### config.mk
export PLATFORM = sky130hd
export DESIGN_NAME = conv1d_engine
export DESIGN_NICKNAME = d
export VERILOG_FILES = /design/src/rtl/conv1d_pkg.sv /design/src/rtl/conv1d_mac.sv /design/src/rtl/conv1d_engine.sv
export SDC_FILE = /design/constraint.sdc
export NUM_CORES = 1
export LEC_CHECK = 0
export ABC_AREA = 1
export BUFFER_PORTS_ARGS = -buffer_cell sky130_fd_sc_hd__buf_2
export CORE_ASPECT_RATIO = 2
export CORE_MARGIN = 5
export CORE_UTILIZATION = 55
export DETAILED_ROUTE_END_ITERATION = 10
export GPL_ROUTABILITY_DRIVEN = 1
export PLACE_DENSITY = 0.7
export SETUP_SLACK_MARGIN = 0.1
export SLEW_MARGIN = 20
export SYNTH_ARGS = -nofsm -noshare
export SYNTH_HDL_FRONTEND = slang
export SYNTH_HIERARCHICAL = 1
export SYNTH_SLANG_ARGS = --single-unit
### constraint.sdc
create_clock -name clk -period 22 [get_ports clk]
set_input_delay 0 -clock clk [delete_from_list [all_inputs] [get_ports clk]]
set_output_delay 0 -clock clk [all_outputs]
set_load 0.005 [all_outputs]
### src/rtl/conv1d_pkg.sv
// Shared definitions for the 1-D convolution engine: FSM state encodings
// and the sizing helpers used by the engine and its testbench.
package conv1d_pkg;

  typedef logic [2:0] state_t;

  localparam state_t ST_IDLE   = 3'd0;
  localparam state_t ST_LOAD_F = 3'd1;
  localparam state_t ST_LOAD_K = 3'd2;
  localparam state_t ST_MAC    = 3'd3;
  localparam state_t ST_EMIT   = 3'd4;

  // Full-precision accumulator width: product width, growth over M taps, plus headroom.
  function automatic int acc_width(input int dw, input int m);
    return 2 * dw + $clog2(m) + 1;
  endfunction

  // Number of outputs a job produces; zero for a configuration the engine rejects.
  function automatic int out_count(input int n, input int m, input int stride, input int pad);
    if (stride == 0 || n + 2 * pad < m) return 0;
    return (n + 2 * pad - m) / stride + 1;
  endfunction

endpackage

### src/rtl/conv1d_mac.sv
// Registered signed multiply-accumulate. 'zero' gates the product so padding
// taps still consume a cycle without disturbing the sum.
module conv1d_mac #(
  parameter int DW = 8,
  parameter int AW = 19
) (
  input  logic                 clk,
  input  logic                 rst,
  input  logic                 clear,
  input  logic                 en,
  input  logic                 zero,
  input  logic signed [DW-1:0] a,
  input  logic signed [DW-1:0] b,
  output logic signed [AW-1:0] acc
);

  logic signed [2*DW-1:0] prod;
  logic signed [AW-1:0]   term;

  always_comb begin
    prod = (2*DW)'(a) * (2*DW)'(b);
    term = zero ? '0 : {{(AW-2*DW){prod[2*DW-1]}}, prod};
  end

  always_ff @(posedge clk) begin
    if (rst || clear) begin
      acc <= '0;
    end else if (en) begin
      acc <= acc + term;
    end
  end

endmodule

### src/rtl/conv1d_engine.sv
// 1-D convolution engine: streams in a feature vector and filter, then emits
// zero-padded, strided dot products one MAC per tap per cycle.
module conv1d_engine
  import conv1d_pkg::*;
#(
  parameter int DW = 8,
  parameter int N  = 8,
  parameter int M  = 3,
  parameter int SW = 4,
  parameter int AW = acc_width(DW, M)
) (
  input  logic                 clk,
  input  logic                 rst,
  input  logic                 start,
  input  logic [SW-1:0]        stride,
  input  logic [SW-1:0]        pad,
  input  logic                 feat_valid,
  input  logic signed [DW-1:0] feat_data,
  output logic                 feat_ready,
  input  logic                 filt_valid,
  input  logic signed [DW-1:0] filt_data,
  output logic                 filt_ready,
  output logic                 out_valid,
  output logic signed [AW-1:0] out_data,
  input  logic                 out_ready,
  output logic                 out_last,
  output logic                 busy,
  output logic                 err
);

  localparam int FAW = (N > 1) ? $clog2(N) : 1;
  localparam int KAW = (M > 1) ? $clog2(M) : 1;
  // Output index must cover the longest padded job: N + 2*(2^SW-1) positions.
  localparam int OW  = $clog2(N + 2 ** (SW + 1) + 1);
  localparam int IW  = OW + SW + 2;

  state_t              state;
  logic [FAW-1:0]      load_cnt;
  logic [KAW-1:0]      k_r;
  logic [OW-1:0]       o_r;
  logic [SW-1:0]       stride_r;
  logic [SW-1:0]       pad_r;

  logic signed [DW-1:0] feat_mem [N];
  logic signed [DW-1:0] filt_mem [M];

  logic [IW-1:0]        idx;
  logic                 in_range;
  logic [IW-1:0]        next_start;
  logic [IW-1:0]        last_start;
  logic                 is_last;
  logic                 cfg_bad;
  logic                 feat_last;
  logic                 filt_last;
  logic                 mac_clear;
  logic signed [DW-1:0] feat_sel;
  logic signed [DW-1:0] filt_sel;
  logic signed [AW-1:0] acc;

  // Index arithmetic is done wide and unsigned; the MSB doubles as the sign of i.
  always_comb begin
    idx        = IW'(o_r) * IW'(stride_r) + IW'(k_r) - IW'(pad_r);
    in_range   = !idx[IW-1] && (idx < IW'(N));
    next_start = (IW'(o_r) + IW'(1)) * IW'(stride_r);
    last_start = IW'(N - M) + (IW'(pad_r) << 1);
    is_last    = next_start > last_start;
    cfg_bad    = (stride == '0) || ((IW'(N) + (IW'(pad) << 1)) < IW'(M));
    feat_last  = (load_cnt == FAW'(N - 1));
    filt_last  = (load_cnt == FAW'(M - 1));
    feat_sel   = feat_mem[idx[FAW-1:0]];
    filt_sel   = filt_mem[k_r];
  end

  always_comb begin
    feat_ready = (state == ST_LOAD_F);
    filt_ready = (state == ST_LOAD_K);
    out_valid  = (state == ST_EMIT);
    out_last   = (state == ST_EMIT) && is_last;
    out_data   = acc;
    busy       = (state != ST_IDLE);
    mac_clear  = (state == ST_LOAD_K && filt_valid && filt_last) ||
                 (state == ST_EMIT && out_ready && !is_last);
  end

  always_ff @(posedge clk) begin
    if (rst) begin
      state    <= ST_IDLE;
      load_cnt <= '0;
      k_r      <= '0;
      o_r      <= '0;
      stride_r <= '0;
      pad_r    <= '0;
      err      <= 1'b0;
    end else begin
      err <= 1'b0;
      case (state)
        ST_IDLE: begin
          if (start) begin
            if (cfg_bad) begin
              err <= 1'b1;
            end else begin
              stride_r <= stride;
              pad_r    <= pad;
              load_cnt <= '0;
              state    <= ST_LOAD_F;
            end
          end
        end
        ST_LOAD_F: begin
          if (feat_valid) begin
            if (feat_last) begin
              load_cnt <= '0;
              state    <= ST_LOAD_K;
            end else begin
              load_cnt <= load_cnt + FAW'(1);
            end
          end
        end
        ST_LOAD_K: begin
          if (filt_valid) begin
            if (filt_last) begin
              load_cnt <= '0;
              o_r      <= '0;
              k_r      <= '0;
              state    <= ST_MAC;
            end else begin
              load_cnt <= load_cnt + FAW'(1);
            end
          end
        end
        ST_MAC: begin
          if (k_r == KAW'(M - 1)) begin
            state <= ST_EMIT;
          end else begin
            k_r <= k_r + KAW'(1);
          end
        end
        ST_EMIT: begin
          if (out_ready) begin
            if (is_last) begin
              state <= ST_IDLE;
            end else begin
              o_r   <= o_r + OW'(1);
              k_r   <= '0;
              state <= ST_MAC;
            end
          end
        end
        default: state <= ST_IDLE;
      endcase
    end
  end

  // Sample buffers are deliberately left out of reset; every job reloads them.
  always_ff @(posedge clk) begin
    if (state == ST_LOAD_F && feat_valid) begin
      feat_mem[load_cnt] <= feat_data;
    end
    if (state == ST_LOAD_K && filt_valid) begin
      filt_mem[load_cnt[KAW-1:0]] <= filt_data;
    end
  end

  conv1d_mac #(
    .DW(DW),
    .AW(AW)
  ) u_mac (
    .clk  (clk),
    .rst  (rst),
    .clear(mac_clear),
    .en   (state == ST_MAC),
    .zero (!in_range),
    .a    (feat_sel),
    .b    (filt_sel),
    .acc  (acc)
  );

endmodule

==> key figures <==
Worst setup path
  – CP max stage delay: 0.88 ns
  – R2R Path End: u_mac/acc[18]
  – Most used cell, CP: inv_1
  – Crit path kind: flip-flop to flip-flop
  – WP data required: 22.33 ns
  – CP startpoint kind: flip-flop
  – CP Max Fanout: 17
  – Reg2Reg Depth: 40
  – R2r setup slk: 12.52 ns
  – Reg-to-Reg Start: stride_r[1]
  – Worst EP arrival: 9.81 ns
  – Crit. End Element: flip-flop
  – Slowest CP cell: fa_1

Routing
  – DR iter-0 viols: 581
  – Drt wl/cell: 16.2 um
  – Post-DRT Antenna Nets: 0
  – Post-detailed-route DRC marker count: 0
  – Post-Route WL: 28.9 mm
  – Vias per cell: 5.34
  – DRT Pass-1 Iters: 5
  – Routed via count: 9,530

Timing
  – Rel. slew slack: 0.342
  – Clk_skew: 0.00932 ns
  – Final Slew Violations: 0
  – Unrepaired setup endpoints after global routing: false
  – Minimum clock period: 9.48 ns
  – Crit share post-route: 0.431
  – Worst Tran Pin Value: 0.982 ns
  – Setup violators final: 0
  – Final TNS setup: 0 ns
  – Max Fclk: 0.106 GHz
  – Final Hold Fails: 0

Floorplanning
  – Die X: 112 um
  – Core ar.: 20,400 um2
  – Chip Height: 213 um
  – IO Pins: 55
  – Starting Density: 0.558
  – Die footprint: 23,800 um2
  – Row count: 74

Logic synthesis
  – Syn nets: 1,644
  – Synth top area share: 0.232
  – Post-synth EDFFs: 88
  – #FFs+latches synth: 132
  – Most frequent cells after synthesis: inv_1 (303), nand2_1 (261), nor2_1 (173), ha_1 (100), edfxtp_1 (88)
  – Distinct cells, synth: 46
  – YS warnings: 6
  – Post-Syn Area per Cell: 7.92 um2
  – Post-Syn Area: 11,400 um2
  – Syn Inst Count: 1,436
  – Synth area leader: edfxtp_1
  – Post-synth ARST share: 0
  – Most frequent cell after synthesis: inv_1
  – Top FF cell, synth: edfxtp_1
  – Top post-synthesis cells by area: edfxtp_1 (23%), fa_1 (14%), ha_1 (11%)
  – Sequential area share after synthesis: 0.310

Clock network
  – Clock Path Buffers: 2
  – CTS tree: done
  – Clk root buf: clkbuf_16
  – Clk sinks: 132
  – Clock slew at reported path FFs: 0.06 ns
  – CTS buffer count: 17
  – Post-CTS resize count: 0
  – Worst-skew pair later-pin latency: 0.43 ns
  – # H-tree levels: 4

Min path
  – Worst hold path type: primary input to flip-flop
  – Hold path start: filt_valid
  – Hold Path End: load_cnt[0]
  – Hold Path Cell Cnt: 6

Layout
  – Final nets: 1,715
  – Layout cells sized above 1: 0.0855
  – Layout area overhead: 12.8%
  – Inserted Diodes: 0

Global routing
  – First-pass GRT wire length: 48.1 mm
  – GRT Total Usage: 0.256
  – Vias in the first global route: 10,200
  – Initial antenna violation count: 0
  – Pin count of the biggest net entering global routing: 34
  – Total congestion overflow: 0

Run status
  – Status: completed

Placed design
  – Detailed Place HPWL: 22.7 mm
  – GPL Wtd Cong: 0.949
  – IO buf count: 54

Job
  – MaxCap Viol Count: 0
## how the worst max path moves through the flow
stage                      from       endpoint  slack, ns  cells after the start
global route             o_r[0]  u_mac/acc[17]      11.74                     38
global placement         o_r[0]  u_mac/acc[17]      12.79                     37
detailed placement       o_r[0]  u_mac/acc[17]      12.63                     36
floorplan           stride_r[1]  u_mac/acc[17]      13.91                     38
CTS                      o_r[0]  u_mac/acc[17]      12.60                     36
finish              stride_r[1]  u_mac/acc[18]      12.52                     40
## final cells by class
| cell class | count | area, um2 |
|---|---|---|
| clock buffer | 21 | 440 |
| clock inverter | 11 | 196 |
| fill | 1799 | 7540 |
| inverter | 309 | 1160 |
| multi-input combinational | 952 | 6510 |
| sequential | 132 | 3520 |
| tap | 266 | 333 |
| timing repair buffer | 95 | 661 |
## worst max-delay path, delay by kind of cell, from the launching register on
family | cells | cell delay [ns]
AOI/OAI and AO/OA | 8 | 1.96
adders and majority gates | 9 | 4.71
buffers and inverters | 9 | 0.79
DFF | 1 | 0.40
and+or+nand+nor | 14 | 1.49
## sequential cells by signal, indices dropped and copies added, names as in the netlist, named ones only
signal and cells:
k_r 2, feat_mem 64, o_r 6, load_cnt 3
state 3, u_mac/acc 19, stride_r 4, filt_mem 24
pad_r 4, err 1
## cell usage in the layout (no fill, tap or decap), drive strengths merged, types with 2 or more instances in the layout
cell type,instances
a21o,6
nand4,13
o21bai,3
inv,313
buf,62
nand2,270
nand3,54
fa,78
or2,4
nand3b,5
o21a,3
xor2,14
a21oi,84
nor2,181
nor3,13
a211oi,2
o21ai,80
o211ai,6
clkbuf,21
edfxtp,88
xnor2,14
bufinv,5
a31o,2
dlygate4sd3,33
ha,100
a31oi,10
o22ai,8
dfxtp,44
## metal layers
| metal | up-vias | track usage | routed length, um |
|---|---|---|---|
| met2 | 235 | 0.503 | 16500 |
| li1 | 4665 | - | - |
| met5 | - | 0 | 0 |
| met4 | 0 | 0.175 | 1920 |
| met1 | 4524 | 0.240 | 9700 |
| met3 | 106 | 0.0355 | 762 |
## cells by family (layout without fill, tap and decap cells)
logic type,after synthesis,after routing,synth area share
adders and majority gates,178,178,0.247
DFF,132,132,0.310
AOI/OAI and AO/OA,206,206,0.0999
and+or+nand+nor,540,540,0.202
xor gates and xnor gates,28,28,0.0216
buffers and inverters,352,436,0.119
## per-stage QoR
step	hold slack, ns	instances	area, um2	utilization	worst slack (ns)
6_report	0.128	1786	12800	0.630	12.52
4_1_cts	0.110	1786	12800	0.629	12.60
5_1_grt	0.171	1786	12800	0.630	11.74
2_1_floorplan	0.0691	1436	11400	-	13.91
3_3_place_gp	0.200	1721	11900	0.582	12.79
3_5_place_dp	0.204	1721	11900	0.582	12.63
## what timing repair did
item,in CTS,in global routing
hold buffers,33,0
buffers inserted,0,0
setup endpoints to repair,0,0
hold endpoints to repair,105,0
Power is not shown: default switching activity piles up to over one toggle a cycle in this logic, so the estimate is an artifact.
